[config.mk]
export PLATFORM = sky130hd
export DESIGN_NAME = rom_download_bridge_flat
export DESIGN_NICKNAME = d
export VERILOG_FILES = /design/src/rtl/rom_download_pkg.sv /design/src/rtl/rom_download_bridge_if.sv /design/src/rtl/download_fifo.sv /design/src/rtl/rom_download_bridge.sv /design/src/flat_wrapper.sv
export SDC_FILE = /design/constraint.sdc
export NUM_CORES = 1
export LEC_CHECK = 0
export BUFFER_PORTS_ARGS = -buffer_cell sky130_fd_sc_hd__buf_2
export CAP_MARGIN = 30
export CORE_MARGIN = 2
export CORE_UTILIZATION = 60
export CTS_CLUSTER_SIZE = 8
export DETAILED_ROUTE_END_ITERATION = 10
export PLACE_DENSITY = 0.79
export SYNTH_ARGS = -nofsm -noshare
export SYNTH_HDL_FRONTEND = slang
export SYNTH_SLANG_ARGS = --single-unit
[constraint.sdc]
create_clock -name clock -period 9.33 [get_ports clock]
set_input_delay 1.3995 -clock clock [delete_from_list [all_inputs] [get_ports clock]]
set_output_delay 1.3995 -clock clock [all_outputs]
set_load 0.02 [all_outputs]
[src/rtl/rom_download_pkg.sv]
// Shared state encoding, FIFO entry layout and default sizing for the ROM download bridge.
package rom_download_pkg;

    localparam int unsigned DEFAULT_DEPTH      = 8;
    localparam int unsigned DEFAULT_ADDR_WIDTH = 25;
    localparam int unsigned DEFAULT_DATA_WIDTH = 16;
    localparam logic [7:0]  DEFAULT_ROM_INDEX  = 8'd0;

    typedef enum logic [1:0] {
        StIdle,
        StActive,
        StDrain,
        StDone
    } dl_state_t;

    // Entry layout is fixed at the default word path widths.
    typedef struct packed {
        logic [DEFAULT_ADDR_WIDTH-1:0] addr;
        logic [DEFAULT_DATA_WIDTH-1:0] data;
    } dl_entry_t;

endpackage

[src/rtl/rom_download_bridge_if.sv]
// HPS ioctl side and core download side of the ROM download bridge.
// Defining ROM_DOWNLOAD_CHECKSUM_EN adds the checksum signal.
interface rom_download_bridge_if
    import rom_download_pkg::*;
#(
    parameter int unsigned ADDR_WIDTH = DEFAULT_ADDR_WIDTH,
    parameter int unsigned DATA_WIDTH = DEFAULT_DATA_WIDTH
);
    logic                  ioctl_download;
    logic [7:0]            ioctl_index;
    logic                  ioctl_wr;
    logic [ADDR_WIDTH-1:0] ioctl_addr;
    logic [DATA_WIDTH-1:0] ioctl_dout;
    logic                  ioctl_wait;
    logic                  dl_cs;
    logic                  dl_wr;
    logic [ADDR_WIDTH-1:0] dl_addr;
    logic [DATA_WIDTH-1:0] dl_dout;
    logic                  dl_waitReq;
    logic                  done;
    logic                  overflow;
`ifdef ROM_DOWNLOAD_CHECKSUM_EN
    logic [15:0]           checksum;
`endif

    modport master (
        output ioctl_download,
        output ioctl_index,
        output ioctl_wr,
        output ioctl_addr,
        output ioctl_dout,
        output dl_waitReq,
        input  ioctl_wait,
        input  dl_cs,
        input  dl_wr,
        input  dl_addr,
        input  dl_dout,
        input  done,
        input  overflow
`ifdef ROM_DOWNLOAD_CHECKSUM_EN
        , input checksum
`endif
    );

    modport slave (
        input  ioctl_download,
        input  ioctl_index,
        input  ioctl_wr,
        input  ioctl_addr,
        input  ioctl_dout,
        input  dl_waitReq,
        output ioctl_wait,
        output dl_cs,
        output dl_wr,
        output dl_addr,
        output dl_dout,
        output done,
        output overflow
`ifdef ROM_DOWNLOAD_CHECKSUM_EN
        , output checksum
`endif
    );

endinterface

[src/rtl/download_fifo.sv]
// Synchronous FIFO buffering ROM words between the HPS and the core; DEPTH is a power of two.
module download_fifo #(
    parameter int unsigned DEPTH = 8,
    parameter int unsigned WIDTH = 41,
    localparam int unsigned PtrW = $clog2(DEPTH)
) (
    input  logic             clock,
    input  logic             reset,
    input  logic             push,
    input  logic [WIDTH-1:0] wdata,
    input  logic             pop,
    output logic [WIDTH-1:0] rdata,
    output logic             full,
    output logic             empty,
    output logic [PtrW:0]    count
);
    logic [WIDTH-1:0] mem_q [DEPTH];
    logic [PtrW-1:0]  wr_ptr_q;
    logic [PtrW-1:0]  rd_ptr_q;
    logic [PtrW:0]    count_q;
    logic             do_push;
    logic             do_pop;

    assign empty   = (count_q == '0);
    assign full    = (count_q == (PtrW + 1)'(DEPTH));
    assign do_pop  = pop & ~empty;
    // A full FIFO still takes a push when the same cycle frees an entry.
    assign do_push = push & (~full | do_pop);
    assign rdata   = mem_q[rd_ptr_q];
    assign count   = count_q;

    always_ff @(posedge clock) begin
        if (reset) begin
            wr_ptr_q <= '0;
            rd_ptr_q <= '0;
            count_q  <= '0;
        end else begin
            if (do_push) wr_ptr_q <= wr_ptr_q + 1'b1;
            if (do_pop)  rd_ptr_q <= rd_ptr_q + 1'b1;
            if (do_push && !do_pop)      count_q <= count_q + 1'b1;
            else if (do_pop && !do_push) count_q <= count_q - 1'b1;
        end
    end

    always_ff @(posedge clock) begin
        if (do_push) mem_q[wr_ptr_q] <= wdata;
    end

endmodule

[src/rtl/rom_download_bridge.sv]
// ROM download bridge: filters HPS ioctl words by index, buffers them and replays them to the
// core under waitReq back-pressure. Defining ROM_DOWNLOAD_CHECKSUM_EN adds a running word sum.
module rom_download_bridge
    import rom_download_pkg::*;
#(
    parameter int unsigned DEPTH      = DEFAULT_DEPTH,
    parameter int unsigned ADDR_WIDTH = DEFAULT_ADDR_WIDTH,
    parameter int unsigned DATA_WIDTH = DEFAULT_DATA_WIDTH,
    parameter logic [7:0]  ROM_INDEX  = DEFAULT_ROM_INDEX,
    parameter int unsigned WAIT_LEVEL = DEPTH - 2
) (
    input logic                  clock,
    input logic                  reset,
    rom_download_bridge_if.slave bus
);
    localparam int unsigned     CntW      = $clog2(DEPTH) + 1;
    localparam logic [CntW-1:0] WaitLevel = CntW'(WAIT_LEVEL);

    dl_state_t       state_q, state_d;
    dl_entry_t       slot_q, slot_d, push_entry, fifo_rdata;
    logic            slot_valid_q, slot_valid_d;
    logic            wait_q, overflow_q;
    logic            sel, push_req, consume, slot_free, bypass, enter_active;
    logic            fifo_push, fifo_pop, fifo_full, fifo_empty;
    logic [CntW-1:0] fifo_count;

    assign sel          = bus.ioctl_download & (bus.ioctl_index == ROM_INDEX);
    assign push_req     = (state_q == StActive) & sel & bus.ioctl_wr;
    assign push_entry   = '{addr: DEFAULT_ADDR_WIDTH'(bus.ioctl_addr),
                            data: DEFAULT_DATA_WIDTH'(bus.ioctl_dout)};
    assign consume      = slot_valid_q & ~bus.dl_waitReq;
    assign slot_free    = ~slot_valid_q | consume;
    // With nothing queued a write goes straight into the slot for one-cycle latency.
    assign bypass       = push_req & fifo_empty & slot_free;
    assign fifo_push    = push_req & ~bypass;
    assign fifo_pop     = slot_free & ~fifo_empty;
    assign enter_active = (state_q == StIdle) & sel;

    download_fifo #(
        .DEPTH (DEPTH),
        .WIDTH ($bits(dl_entry_t))
    ) u_fifo (
        .clock (clock),
        .reset (reset),
        .push  (fifo_push),
        .wdata (push_entry),
        .pop   (fifo_pop),
        .rdata (fifo_rdata),
        .full  (fifo_full),
        .empty (fifo_empty),
        .count (fifo_count)
    );

    always_comb begin
        slot_d       = slot_q;
        slot_valid_d = slot_valid_q & ~consume;
        if (fifo_pop) begin
            slot_d       = fifo_rdata;
            slot_valid_d = 1'b1;
        end else if (bypass) begin
            slot_d       = push_entry;
            slot_valid_d = 1'b1;
        end
    end

    always_ff @(posedge clock) begin
        if (reset) state_q <= StIdle;
        else       state_q <= state_d;
    end

    always_comb begin
        state_d = state_q;
        unique case (state_q)
            StIdle:   if (sel) state_d = StActive;
            StActive: if (!sel) state_d = StDrain;
            StDrain:  if (fifo_empty && !slot_valid_q) state_d = StDone;
            StDone:   state_d = StIdle;
            default:  state_d = StIdle;
        endcase
    end

    always_comb begin
        bus.dl_cs      = 1'b0;
        bus.done       = 1'b0;
        bus.ioctl_wait = 1'b0;
        unique case (state_q)
            StActive, StDrain: begin
                bus.dl_cs      = 1'b1;
                bus.ioctl_wait = wait_q;
            end
            StDone:  bus.done = 1'b1;
            default: ;
        endcase
    end

    always_ff @(posedge clock) begin
        if (reset) begin
            slot_q       <= '0;
            slot_valid_q <= 1'b0;
            wait_q       <= 1'b0;
            overflow_q   <= 1'b0;
        end else begin
            slot_q       <= slot_d;
            slot_valid_q <= slot_valid_d;
            wait_q       <= (fifo_count >= WaitLevel);
            if (enter_active)                         overflow_q <= 1'b0;
            else if (fifo_push & fifo_full & ~fifo_pop) overflow_q <= 1'b1;
        end
    end

    assign bus.dl_wr    = slot_valid_q;
    assign bus.dl_addr  = ADDR_WIDTH'(slot_q.addr);
    assign bus.dl_dout  = DATA_WIDTH'(slot_q.data);
    assign bus.overflow = overflow_q;

`ifdef ROM_DOWNLOAD_CHECKSUM_EN
    logic [15:0] checksum_q;

    always_ff @(posedge clock) begin
        if (reset || enter_active) checksum_q <= '0;
        else if (consume)          checksum_q <= checksum_q + 16'(slot_q.data);
    end

    assign bus.checksum = checksum_q;
`endif

endmodule

[src/flat_wrapper.sv]
// flat-port wrapper written by rule: the top's interface ports become plain ports
module rom_download_bridge_flat import rom_download_pkg::*;
#(
    parameter int unsigned DEPTH      = DEFAULT_DEPTH,
    parameter int unsigned ADDR_WIDTH = DEFAULT_ADDR_WIDTH,
    parameter int unsigned DATA_WIDTH = DEFAULT_DATA_WIDTH,
    parameter logic [7:0]  ROM_INDEX  = DEFAULT_ROM_INDEX,
    parameter int unsigned WAIT_LEVEL = DEPTH - 2
)
  (clock, reset, bus_ioctl_download, bus_ioctl_index, bus_ioctl_wr, bus_ioctl_addr, bus_ioctl_dout, bus_dl_waitReq, bus_ioctl_wait, bus_dl_cs, bus_dl_wr, bus_dl_addr, bus_dl_dout, bus_done, bus_overflow);
  rom_download_bridge_if #(.ADDR_WIDTH(ADDR_WIDTH), .DATA_WIDTH(DATA_WIDTH)) bus_i ();
  input logic clock;
  input logic reset;
  input wire logic [$bits(bus_i.ioctl_download)-1:0] bus_ioctl_download;
  input wire logic [$bits(bus_i.ioctl_index)-1:0] bus_ioctl_index;
  input wire logic [$bits(bus_i.ioctl_wr)-1:0] bus_ioctl_wr;
  input wire logic [$bits(bus_i.ioctl_addr)-1:0] bus_ioctl_addr;
  input wire logic [$bits(bus_i.ioctl_dout)-1:0] bus_ioctl_dout;
  input wire logic [$bits(bus_i.dl_waitReq)-1:0] bus_dl_waitReq;
  output wire logic [$bits(bus_i.ioctl_wait)-1:0] bus_ioctl_wait;
  output wire logic [$bits(bus_i.dl_cs)-1:0] bus_dl_cs;
  output wire logic [$bits(bus_i.dl_wr)-1:0] bus_dl_wr;
  output wire logic [$bits(bus_i.dl_addr)-1:0] bus_dl_addr;
  output wire logic [$bits(bus_i.dl_dout)-1:0] bus_dl_dout;
  output wire logic [$bits(bus_i.done)-1:0] bus_done;
  output wire logic [$bits(bus_i.overflow)-1:0] bus_overflow;
  assign bus_i.ioctl_download = bus_ioctl_download;
  assign bus_i.ioctl_index = bus_ioctl_index;
  assign bus_i.ioctl_wr = bus_ioctl_wr;
  assign bus_i.ioctl_addr = bus_ioctl_addr;
  assign bus_i.ioctl_dout = bus_ioctl_dout;
  assign bus_i.dl_waitReq = bus_dl_waitReq;
  assign bus_ioctl_wait = bus_i.ioctl_wait;
  assign bus_dl_cs = bus_i.dl_cs;
  assign bus_dl_wr = bus_i.dl_wr;
  assign bus_dl_addr = bus_i.dl_addr;
  assign bus_dl_dout = bus_i.dl_dout;
  assign bus_done = bus_i.done;
  assign bus_overflow = bus_i.overflow;
  rom_download_bridge #(.DEPTH(DEPTH), .ADDR_WIDTH(ADDR_WIDTH), .DATA_WIDTH(DATA_WIDTH), .ROM_INDEX(ROM_INDEX), .WAIT_LEVEL(WAIT_LEVEL)) u_core (.clock(clock), .reset(reset), .bus(bus_i));
endmodule
# Word level (Yosys, flattened, before mapping)

Memory sizes are Yosys's and may differ from the RTL's. A register that Yosys moved wholly into a read port is not among the register bits.
Cells that the tools add are included.

Reductions and logical operators: 14
Order comparisons: 1
Muxes and demuxes: 17
Add/sub/neg operators: 4
Bitwise operators: 23
Equal/unequal tests: 7

Operators by type and width:

| cell                  | number |
|---|---|
| $mux W41              | 2 |
| $and A1 B1 Y1         | 14 |
| $logic_not A8 Y1      | 1 |
| $mux W4               | 2 |
| $pmux W2 S4           | 1 |
| $mux W1               | 7 |
| $not A1 Y1            | 7 |
| $add A3 B1 Y3 const B | 2 |
| $mux W2               | 3 |
| $mux W3               | 2 |
| $add A4 B1 Y4 const B | 1 |
| $eq A2 B2 Y1 const B  | 2 |
| $eq A4 B4 Y1 const B  | 1 |
| $ge A4 B3 Y1 const B  | 1 |
| $logic_not A4 Y1      | 1 |
| $ne A2 B1 Y1 const B  | 2 |
| $reduce_bool A2 Y1    | 2 |
| $reduce_or A2 Y1      | 2 |
| $sub A4 B1 Y4 const B | 1 |
| $logic_and A1 B1 Y1   | 3 |
| $logic_not A1 Y1      | 3 |
| $reduce_and A3 Y1     | 1 |
| $eq A2 B1 Y1 const B  | 1 |
| $logic_not A2 Y1      | 1 |
| 2 further kinds       | 3 |

Register bits: 56
Output and inout bits: 46
Logic and storage cells: 76
Memories kept: 1
Bits in writable memories: 328

Memory list:

| memory              | words | width | rd ports | clocked after Yosys merged registers in | write ports | line                | text |
|---|---|---|---|---|---|---|---|
| u_core.u_fifo.mem_q | 8     | 41    | 1        | 1                                       | 1           | download_fifo.sv:17 | `logic [WIDTH-1:0] mem_q [DEPTH];` |

# Logic depth before layout (Yosys ltp)

Gate-level depths: netlist of the first run.

Word-level depth: 13
Gate-level depth with buffers: 14
Depth with buffers taken out: 14

# Hierarchy

Synthesis of the first run repeated with hierarchy kept, for this count alone.

Cell total of the unflattened synthesis: 776
Area, all modules: 15185.8 um2

By module, submodules not included:

| module              | area each (um2) | times used | seq. area each (um2) | cells an instance |
|---|---|---|---|---|
| download_fifo       | 12973.7         | 1          | 10109.7              | 547 |
| rom_download_bridge | 2212.1          | 1          | 920.9                | 229 |

# Worst setup path after synthesis of the first run

No wires, ideal clock.

Path kind: input -> register
From: input port bus_ioctl_index[4]
To: memory u_core.u_fifo.mem_q[0][0] (enable)
Stages: 4
Required time: 8.788 ns
Setup slack: 2.382 ns
Library setup time: 0.542 ns
Data arrival time: 6.406 ns
Cells stage by stage: or4b_4 -> nor4_4 -> nand2_1 -> nor4_1

Word-level cells in the longest chain between the ends: 11

RTL lines:

| what                            | line                      | text |
|---|---|---|
| start: declaration              | flat_wrapper.sv:15        | `input wire logic [$bits(bus_i.ioctl_index)-1:0] bus_ioctl_index;` |
| $logic_not A8 Y1 *              | rom_download_bridge.sv:27 | `assign sel = bus.ioctl_download & (bus.ioctl_index == ROM_INDEX);` |
| $and A1 B1 Y1 *                 | rom_download_bridge.sv:27 |  |
| $and A1 B1 Y1 * (2 in series)   | rom_download_bridge.sv:28 | `assign push_req = (state_q == StActive) & sel & bus.ioctl_wr;` |
| $and A1 B1 Y1 (2 in series)     | rom_download_bridge.sv:34 | `assign bypass = push_req & fifo_empty & slot_free;` |
| $not A1 Y1                      | rom_download_bridge.sv:35 | `assign fifo_push = push_req & ~bypass;` |
| $and A1 B1 Y1 *                 | rom_download_bridge.sv:35 |  |
| $and A1 B1 Y1 *                 | download_fifo.sv:28       | `assign do_push = push & (~full \| do_pop);` |
| $mux W1 *                       | download_fifo.sv:46       | `if (do_push) mem_q[wr_ptr_q] <= wdata;` |
| $mux W1 (not written as such) * | download_fifo.sv:46       |  |
| end: declaration                | download_fifo.sv:17       |  |

Mark *: on every way between the ends. The rest lies on a longest branch, timed or not.

# Worst setup path in the final report of the first run

From: input port bus_ioctl_index[4]
To: register u_core.u_fifo.count_q[3], in the netlist u_core.u_fifo.count[3]

Word-level cells in the longest chain between the ends: 12
Elaborated cells on any way between the ends: 14

RTL lines:

| what                                | line                      | text |
|---|---|---|
| $logic_not A8 Y1 *                  | rom_download_bridge.sv:27 |  |
| $and A1 B1 Y1 *                     | rom_download_bridge.sv:27 |  |
| $and A1 B1 Y1 * (2 in series)       | rom_download_bridge.sv:28 |  |
| $and A1 B1 Y1 (2 in series)         | rom_download_bridge.sv:34 |  |
| $not A1 Y1                          | rom_download_bridge.sv:35 |  |
| $and A1 B1 Y1 *                     | rom_download_bridge.sv:35 |  |
| $and A1 B1 Y1 *                     | download_fifo.sv:28       |  |
| named net u_core.u_fifo.do_push     | download_fifo.sv:21       | `logic do_push;` |
| $logic_not A1 Y1                    | download_fifo.sv:41       | `else if (do_pop && !do_push) count_q <= count_q - 1'b1;` |
| $logic_and A1 B1 Y1                 | download_fifo.sv:41       |  |
| $reduce_bool A2 Y1 (no source line) | n/a                       |  |
| end signal: assignment              | download_fifo.sv:40       | `if (do_push && !do_pop) count_q <= count_q + 1'b1;` |
| end signal: assignment              | download_fifo.sv:41       |  |
| end: declaration                    | download_fifo.sv:20       | `logic [PtrW:0] count_q;` |

Mark *: on every way through the listed nets, which the timed path passes. The rest lies on a longest branch.
A chain may end at the register's enable or synchronous reset.

==> flow_summary_export.csv, run 1 <==
group,metric,value,unit
clocking,post_cts_buffers,0,
logic_synthesis,yosys-top-cells-area,"edfxtp_1 66%, mux4_2 12%, dfxtp_1 7.9%",
logic_synthesis,synth_top_area_share,66.09,%
layout,antenna_cells,0,
clocking,cts_tree,"yes",
place,dpl.hpwl,16060,um
logic_synthesis,yosys-top-cells-count,"328 x edfxtp_1, 86 x mux2i_1, 82 x mux4_2",
critical_path,required,9.82,ns
critical_path,slowest_stage,"or4b_4",
logic_synthesis,synthArstFlopShare,0,%
logic_synthesis,ys_types,35,
outcome,status,"finished, final reports clean",
min_path,hold_class,"flip-flop to flip-flop",
clocking,ctsResizeCount,0,
critical_path,cp-start-kind,"input port",
routing,dr.first_iter.drc_count,656,
timing,finClkSkew,0.01534,ns
timing,maxSlewViolCount,0,
critical_path,rr_worst_depth,14,
logic_synthesis,yosysMostFrequentCell,"edfxtp_1",
grt,antenna_found_initial,1,
logic_synthesis,synth_seq_cells,387,
timing,fin_crit,3.980,ns
layout,final_core_util,71.44,%
grt,grt_first_pass_wirelength,47550,um
logic_synthesis,synthXorXnorAreaFrac,0.4114,%
clocking,htreeDepth,2,
clocking,hold_buffers,0,
logic_synthesis,ys.flop_type,"edfxtp_1",
clocking,clockRootBuffer,"clkbuf_16",
critical_path,critPathBufInv,3,
timing,fmax,0.2513,GHz
logic_synthesis,synth_top_family_by_area,"multiplexers",
routing,drt_wl_total,31130,um
critical_path,path_cells,"buf_2, or4b_4, nor4_4, nand2_1, inv_2, ha_1, inv_1, ha_1, a21o_1, a21oi_1, xnor2_1, or3_1, a21oi_1",
layout,nNetsFinal,922,
timing,timing.setup.tns,0,ns
routing,drtAntennaViolNets,0,
timing,rsz0062_at_grt,"false",
critical_path,rr_startpoint,"u_core.state_q[1]",
grt,grtUsageTotal,24.63,%
logic_synthesis,synthMuxAreaShare,18.17,%
floorplan,row_count,57,
grt,grt_overflow,0,
floorplan,dieArea,26110,sq um
critical_path,critPathMaxFanout,6,
logic_synthesis,seq_area_frac_synth,74.02,%
logic_synthesis,synth.avg_cell_area,20.61,sq um
clocking,cts_buffers,54,
timing,setup_viol,0,
logic_synthesis,syn_inst,723,
layout,area_growth,16.58,%
place,place_congestion,0.7576,
critical_path,critical_path.endpoint_type,"flip-flop",
layout,drive_above_1_share,32.15,%
routing,wl_per_cell,25.39,um
routing,route.detailed.drc,0,
floorplan,core,24320,sq um
critical_path,critical_path_class,"input port to flip-flop",
timing,hold_violations,0,
logic_synthesis,synth_compound_area_share,2.896,%
min_path,hold_end,"u_core.state_q[1]",
logic_synthesis,yosysTopAreaCell,"edfxtp_1",
grt,grt_max_degree,72,
pwr,powerDensity,287.9,nW/um^2
timing,period_share,42.66,%
min_path,hold_depth,2,
grt,grt_pass1_vias,8114,
logic_synthesis,syn-num-nets,788,
place,numPortBuffers,99,
floorplan,die_y,161.6,um
critical_path,cpPeakStageDelay,0.55,ns
clocking,clockBufferDepth,3,
logic_synthesis,synth-edff-count,328,
critical_path,r2r_slack,6.23,ns
critical_path,crit_family,"simple AND/OR/NAND/NOR gates",
timing,relSlewSlack,41.87,%
floorplan,die_w,161.6,um
logic_synthesis,syn_area,14900,sq um
critical_path,worst_r2r_endpoint,"u_core.u_fifo.count[3]",
run,maxCapViolations,0,
min_path,hp-start,"u_core.state_q[1]",
critical_path,arrival,4.47,ns
floorplan,initial_core_util,61.28,%
timing,worst_pin_slew,0.8720,ns
logic_synthesis,synth_fa_ha_area_share,0.9739,%
routing,route.vias.total,7569,
pwr,worst_ir_drop_vdd,234.8,uV
clocking,clkSinkCount,387,
critical_path,path_depth,13,
clocking,clk_latency,0.57,ns
pwr,p_leak,5.624,nW
logic_synthesis,synthSimpleGateAreaFrac,1.746,%
floorplan,io_pins,100,
logic_synthesis,yosys_warnings,0,
routing,avgViaCountPerCell,6.174,
routing,firstDrtPassIters,5,
clocking,cts.clk_slew.worst_paths,0.05,ns
[cells by family after synthesis]
kind of cell | Yosys count
muxes | 168
AOI/OAI and AO/OA | 55
adders and majority gates | 11
buffers and inverters | 46
and+or+nand+nor | 49
DFF | 387
xor gates and xnor gates | 7
[state kept, by name (all words and copies together), names as in the netlist, named ones only]
| register | count |
|---|---|
| u_core.u_fifo.mem_q | 328 |
| u_core.bus.dl_dout | 16 |
| u_core.bus.dl_wr | 1 |
| u_core.state_q | 2 |
| u_core.bus.overflow | 1 |
| u_core.u_fifo.wr_ptr_q | 3 |
| u_core.u_fifo.count | 4 |
| u_core.wait_q | 1 |
| u_core.bus.dl_addr | 25 |
| u_core.u_fifo.rd_ptr_q | 3 |
[layout make-up]
class,count,area (sq um)
clock buffer,98,1516
clock inverter,3,42.54
fill,1404,6945
inverter,6,22.52
multi-input combinational,290,3657
sequential,387,11040
tap,324,405.4
timing repair buffer,118,690.7
[layout by cell type (no fill, tap or decap), drive strengths merged, types with 2 or more instances in the layout]
cell and n:
a21oi 7, a31oi 2, and2 2, buf 118, clkbuf 98, dfxtp 59, edfxtp 328, ha 10
inv 8, mux2i 86, mux4 82, nand2 10, nand2b 6, nor2 15, nor3 6, nor4 3
o21ai 2, o22ai 41, or2 2, or3 2, xnor2 4, xor2 3
[worst min-delay path, cell delays in order (launching register included)]
cell	delay [ns]
dfxtp_1	0.33
nand2b_1	0.08
mux2i_1	0.06
[stage by stage]
step	setup WS [ns]	hold WS (ns)	cells	total power [mW]	instance area, sq um
final	5.350	0.5214	1226	5.002	17370
after global routing	5.182	0.5477	1226	5.186	17370
after CTS	5.390	0.5261	1225	5.025	17350
after detailed placement	4.820	0.5188	1124	3.234	15790
after global placement	5.067	0.5049	1122	3.168	15740
after floorplan	2.382	0.4847	723	2.910	14900
[report_power, final]
group          internal [mW]  switching, mW  leakage, nW
combinational          0.515          0.611         1.45
sequential              1.99          0.111         3.43
clock                   1.09          0.691        0.739
[how the worst max path moves through the flow]
stage,from,endpoint,slack (ns)
CTS,bus_ioctl_index[4],u_core.u_fifo.count[3],5.39
floorplan,bus_ioctl_index[4],u_core.u_fifo.mem_q[0][0],2.38
finish,bus_ioctl_index[4],u_core.u_fifo.count[3],5.35
global placement,bus_ioctl_index[4],u_core.u_fifo.count[3],5.07
detailed placement,bus_ioctl_index[4],u_core.u_fifo.count[3],4.82
global route,bus_ioctl_index[4],u_core.u_fifo.count[3],5.18
[metal layers]
| layer | vias up | GRT usage (%) | wire, um |
|---|---|---|---|
| li1 | 3254 | - | - |
| met1 | 3887 | 31.38 | 11740 |
| met2 | 354 | 42.27 | 16300 |
| met3 | 74 | 4.263 | 2055 |
| met4 | 0 | 10.55 | 1032 |
| met5 | - | 0 | 0 |
(Power assumes the default switching activity.)
==> run 2: changes to the inputs <==
ABC_AREA = 1   (was default)
CORE_UTILIZATION = 61   (was 60)
PLACE_DENSITY = 0.8   (was 0.79)
clock period = 3.8 ns   (was 9.33 ns; I/O delays follow)
==> run 2 against run 1 <==
Against the previous run: cell area grew 8.0%; sequential cell count is the same; highest routed layer is now met5; utilization fell by 1.2 points; via count grew 58%; critical endpoint unchanged; hold slack got worse by 0.24 ns.
==> flow_summary_export.csv, run 2 <==
group,metric,value,unit
floorplan,die_w,168.3,um
layout,fin_cells,2147,
logic_synthesis,syn_area,16470,sq um
min_path,hold_class,"input port to flip-flop",
routing,route.vias.total,11980,
logic_synthesis,synth_top_area_share,59.79,%
clocking,cts.clk_slew.worst_paths,0.05,ns
logic_synthesis,seq_area_frac_synth,66.96,%
layout,final_core_util,70.21,%
floorplan,row_count,60,
critical_path,critPathBufInv,3,
timing,setup_viol,0,
critical_path,critical_path.endpoint_type,"flip-flop",
critical_path,arrival,3.00,ns
timing,maxSlewViolCount,0,
pwr,worst_ir_drop_vdd,462.8,uV
routing,avgViaCountPerCell,5.578,
routing,route.detailed.drc,0,
layout,nNetsFinal,1826,
layout,layout_commonest_cell,"nand2_1",
place,place_inst,2046,
pwr,powerDensity,727.0,nW/um^2
logic_synthesis,synth.avg_cell_area,9.853,sq um
pwr,p_leak,7.830,nW
grt,grt_overflow,0,
timing,hold_ws,0.2803,ns
logic_synthesis,synth_fa_ha_area_share,0.8810,%
timing,rsz0062_at_grt,"false",
outcome,status,"finished, final reports clean",
logic_synthesis,synth-edff-count,328,
timing,worst_pin_slew,1.001,ns
logic_synthesis,syn_inst,1672,
logic_synthesis,ys.flop_type,"edfxtp_1",
clocking,ctsResizeCount,0,
place,numPortBuffers,99,
layout,drive_above_1_share,11.19,%
floorplan,io_pins,100,
critical_path,crit_family,"simple AND/OR/NAND/NOR gates",
logic_synthesis,synthArstFlopShare,0,%
logic_synthesis,synthXorXnorAreaFrac,0.1595,%
layout,final_cell_mix,"556 x nand2_1, 328 x edfxtp_1, 212 x nand3_1",
logic_synthesis,yosys-top-cells-count,"556 x nand2_1, 328 x edfxtp_1, 212 x nand3_1",
clocking,clkSinkCount,387,
logic_synthesis,yosys-top-cells-area,"edfxtp_1 60%, nand2_1 13%, dfxtp_1 7.2%",
layout,top_register,"u_core.u_fifo.mem_q",
routing,dr.first_iter.drc_count,1036,
grt,grt_pass1_vias,11710,
logic_synthesis,ys_types,27,
min_path,hold_depth,2,
critical_path,cpPeakStageDelay,0.44,ns
grt,grtUsageTotal,26.54,%
timing,fin_crit,2.514,ns
grt,antenna_found_initial,4,
clocking,clk_latency,0.57,ns
logic_synthesis,yosysMostFrequentCell,"nand2_1",
grt,grt_first_pass_wirelength,59170,um
grt,met2_usage,46.75,%
critical_path,slowest_stage,"dfxtp_1",
routing,drt_wl_total,37890,um
logic_synthesis,synth_compound_area_share,1.777,%
grt,globalRouteMet1Util,33.02,%
timing,relSlewSlack,33.20,%
logic_synthesis,yosys_warnings,0,
timing,finClkSkew,0.01939,ns
logic_synthesis,syn-num-nets,1737,
clocking,clockBufferDepth,3,
critical_path,critical_path_class,"flip-flop to flip-flop",
layout,area_growth,13.89,%
floorplan,dieArea,28340,sq um
clocking,post_cts_buffers,0,
logic_synthesis,synthMuxAreaShare,0,%
timing,period_share,66.15,%
routing,wl_per_cell,17.65,um
floorplan,initial_core_util,61.64,%
place,place_congestion,0.7963,
logic_synthesis,yosysTopAreaCell,"edfxtp_1",
grt,grt_max_degree,89,
critical_path,path_depth,16,
critical_path,cp_common_cell,"nand2_1",
routing,firstDrtPassIters,6,
timing,fmax,0.3978,GHz
place,dpl.hpwl,19430,um
run,maxCapViolations,0,
critical_path,rr_worst_depth,16,
critical_path,cp-start-kind,"flip-flop",
clocking,cts_buffers,54,
logic_synthesis,synth_seq_cells,387,
logic_synthesis,synthSimpleGateAreaFrac,24.08,%
grt,busiest_layer,"met2",
timing,hold_violations,0,
clocking,hold_buffers,0,
clocking,htreeDepth,2,
critical_path,path_cells,"nor2_1, nand2_1, nor2_1, nor2_1, inv_2, nor2_4, ha_1, inv_1, ha_1, nand2_1, inv_1, o21ai_0, nand3_1, nand2_1, nand2_1, a21oi_1",
logic_synthesis,synth_top_family_by_area,"simple AND/OR/NAND/NOR gates",
pwr,power,13.64,mW
clocking,cts_tree,"yes",
floorplan,die_y,168.3,um
grt,use_met3,4.278,%
floorplan,core,26730,sq um
clocking,clockRootBuffer,"clkbuf_16",
critical_path,critPathMaxFanout,6,
routing,drtAntennaViolNets,0,
layout,largest_reg_flops,328,
critical_path,required,4.28,ns
run 2: where the power goes:
group / switching [mW] / internal, mW
Clock: 1.70 / 2.66
Combinational: 2.92 / 1.31
Sequential: 0.221 / 4.84
run 2: path summary, 6_finish.rpt:
check	from	to	slack (ns)
max	u_core.u_fifo.count[1]	u_core.u_fifo.count[3]	1.29
max reg2reg	u_core.u_fifo.count[1]	u_core.u_fifo.count[3]	1.29
min reg2reg	u_core.u_fifo.rd_ptr_q[2]	flip-flop	0.46
min	reset	u_core.bus.dl_wr	0.28
run 2: worst reg2reg max path: stages, from the launching register on:
cell and delay (ns):
dfxtp_1 0.44, nor2_1 0.09, nand2_1 0.16, nor2_1 0.08, nor2_1 0.16, inv_2 0.08, nor2_4 0.19, ha_1 0.22
inv_1 0.09, ha_1 0.28, nand2_1 0.07, inv_1 0.03, o21ai_0 0.20, nand3_1 0.10, nand2_1 0.08, nand2_1 0.05
a21oi_1 0.12
run 2: cell type report:
type / count / area, sq um
Tap cell: 341 / 426.7
Timing Repair Buffer: 123 / 700.7
Multi-Input combinational cell: 1046 / 4482
Inverter: 149 / 561.8
Antenna cell: 1 / 2.502
Clock buffer: 96 / 1509
Sequential cell: 387 / 11040
Clock inverter: 4 / 41.29
Fill cell: 1876 / 7963
run 2: logic make-up (layout without fill, tap and decap cells):
family                   count (synthesis)  count (layout)
AND/OR/NAND/NOR                        974             974
flip-flops                             387             387
buffers and inverters                  239             372
AO/OA/AOI/OAI                           58              58
adder cells (fa/ha/maj)                 11              11
XOR/XNOR                                 3               3
other                                    0               1
run 2: stage by stage:
step | TNS, ns | area, sq um | setup slack (ns)
3_5_place_dp | 0 | 17210 | 1.091
3_3_place_gp | 0 | 17190 | 1.216
4_1_cts | 0 | 18760 | 1.328
5_1_grt | 0 | 18760 | 1.012
6_report | 0 | 18760 | 1.286
2_1_floorplan | -219.30 | 16480 | -0.7651
run 2: metal layers:
layer | routed length [um] | share of wire (%)
met5 | 28 | 0.074
met4 | 969 | 2.6
met3 | 2794 | 7.4
met2 | 19390 | 51
met1 | 14720 | 39
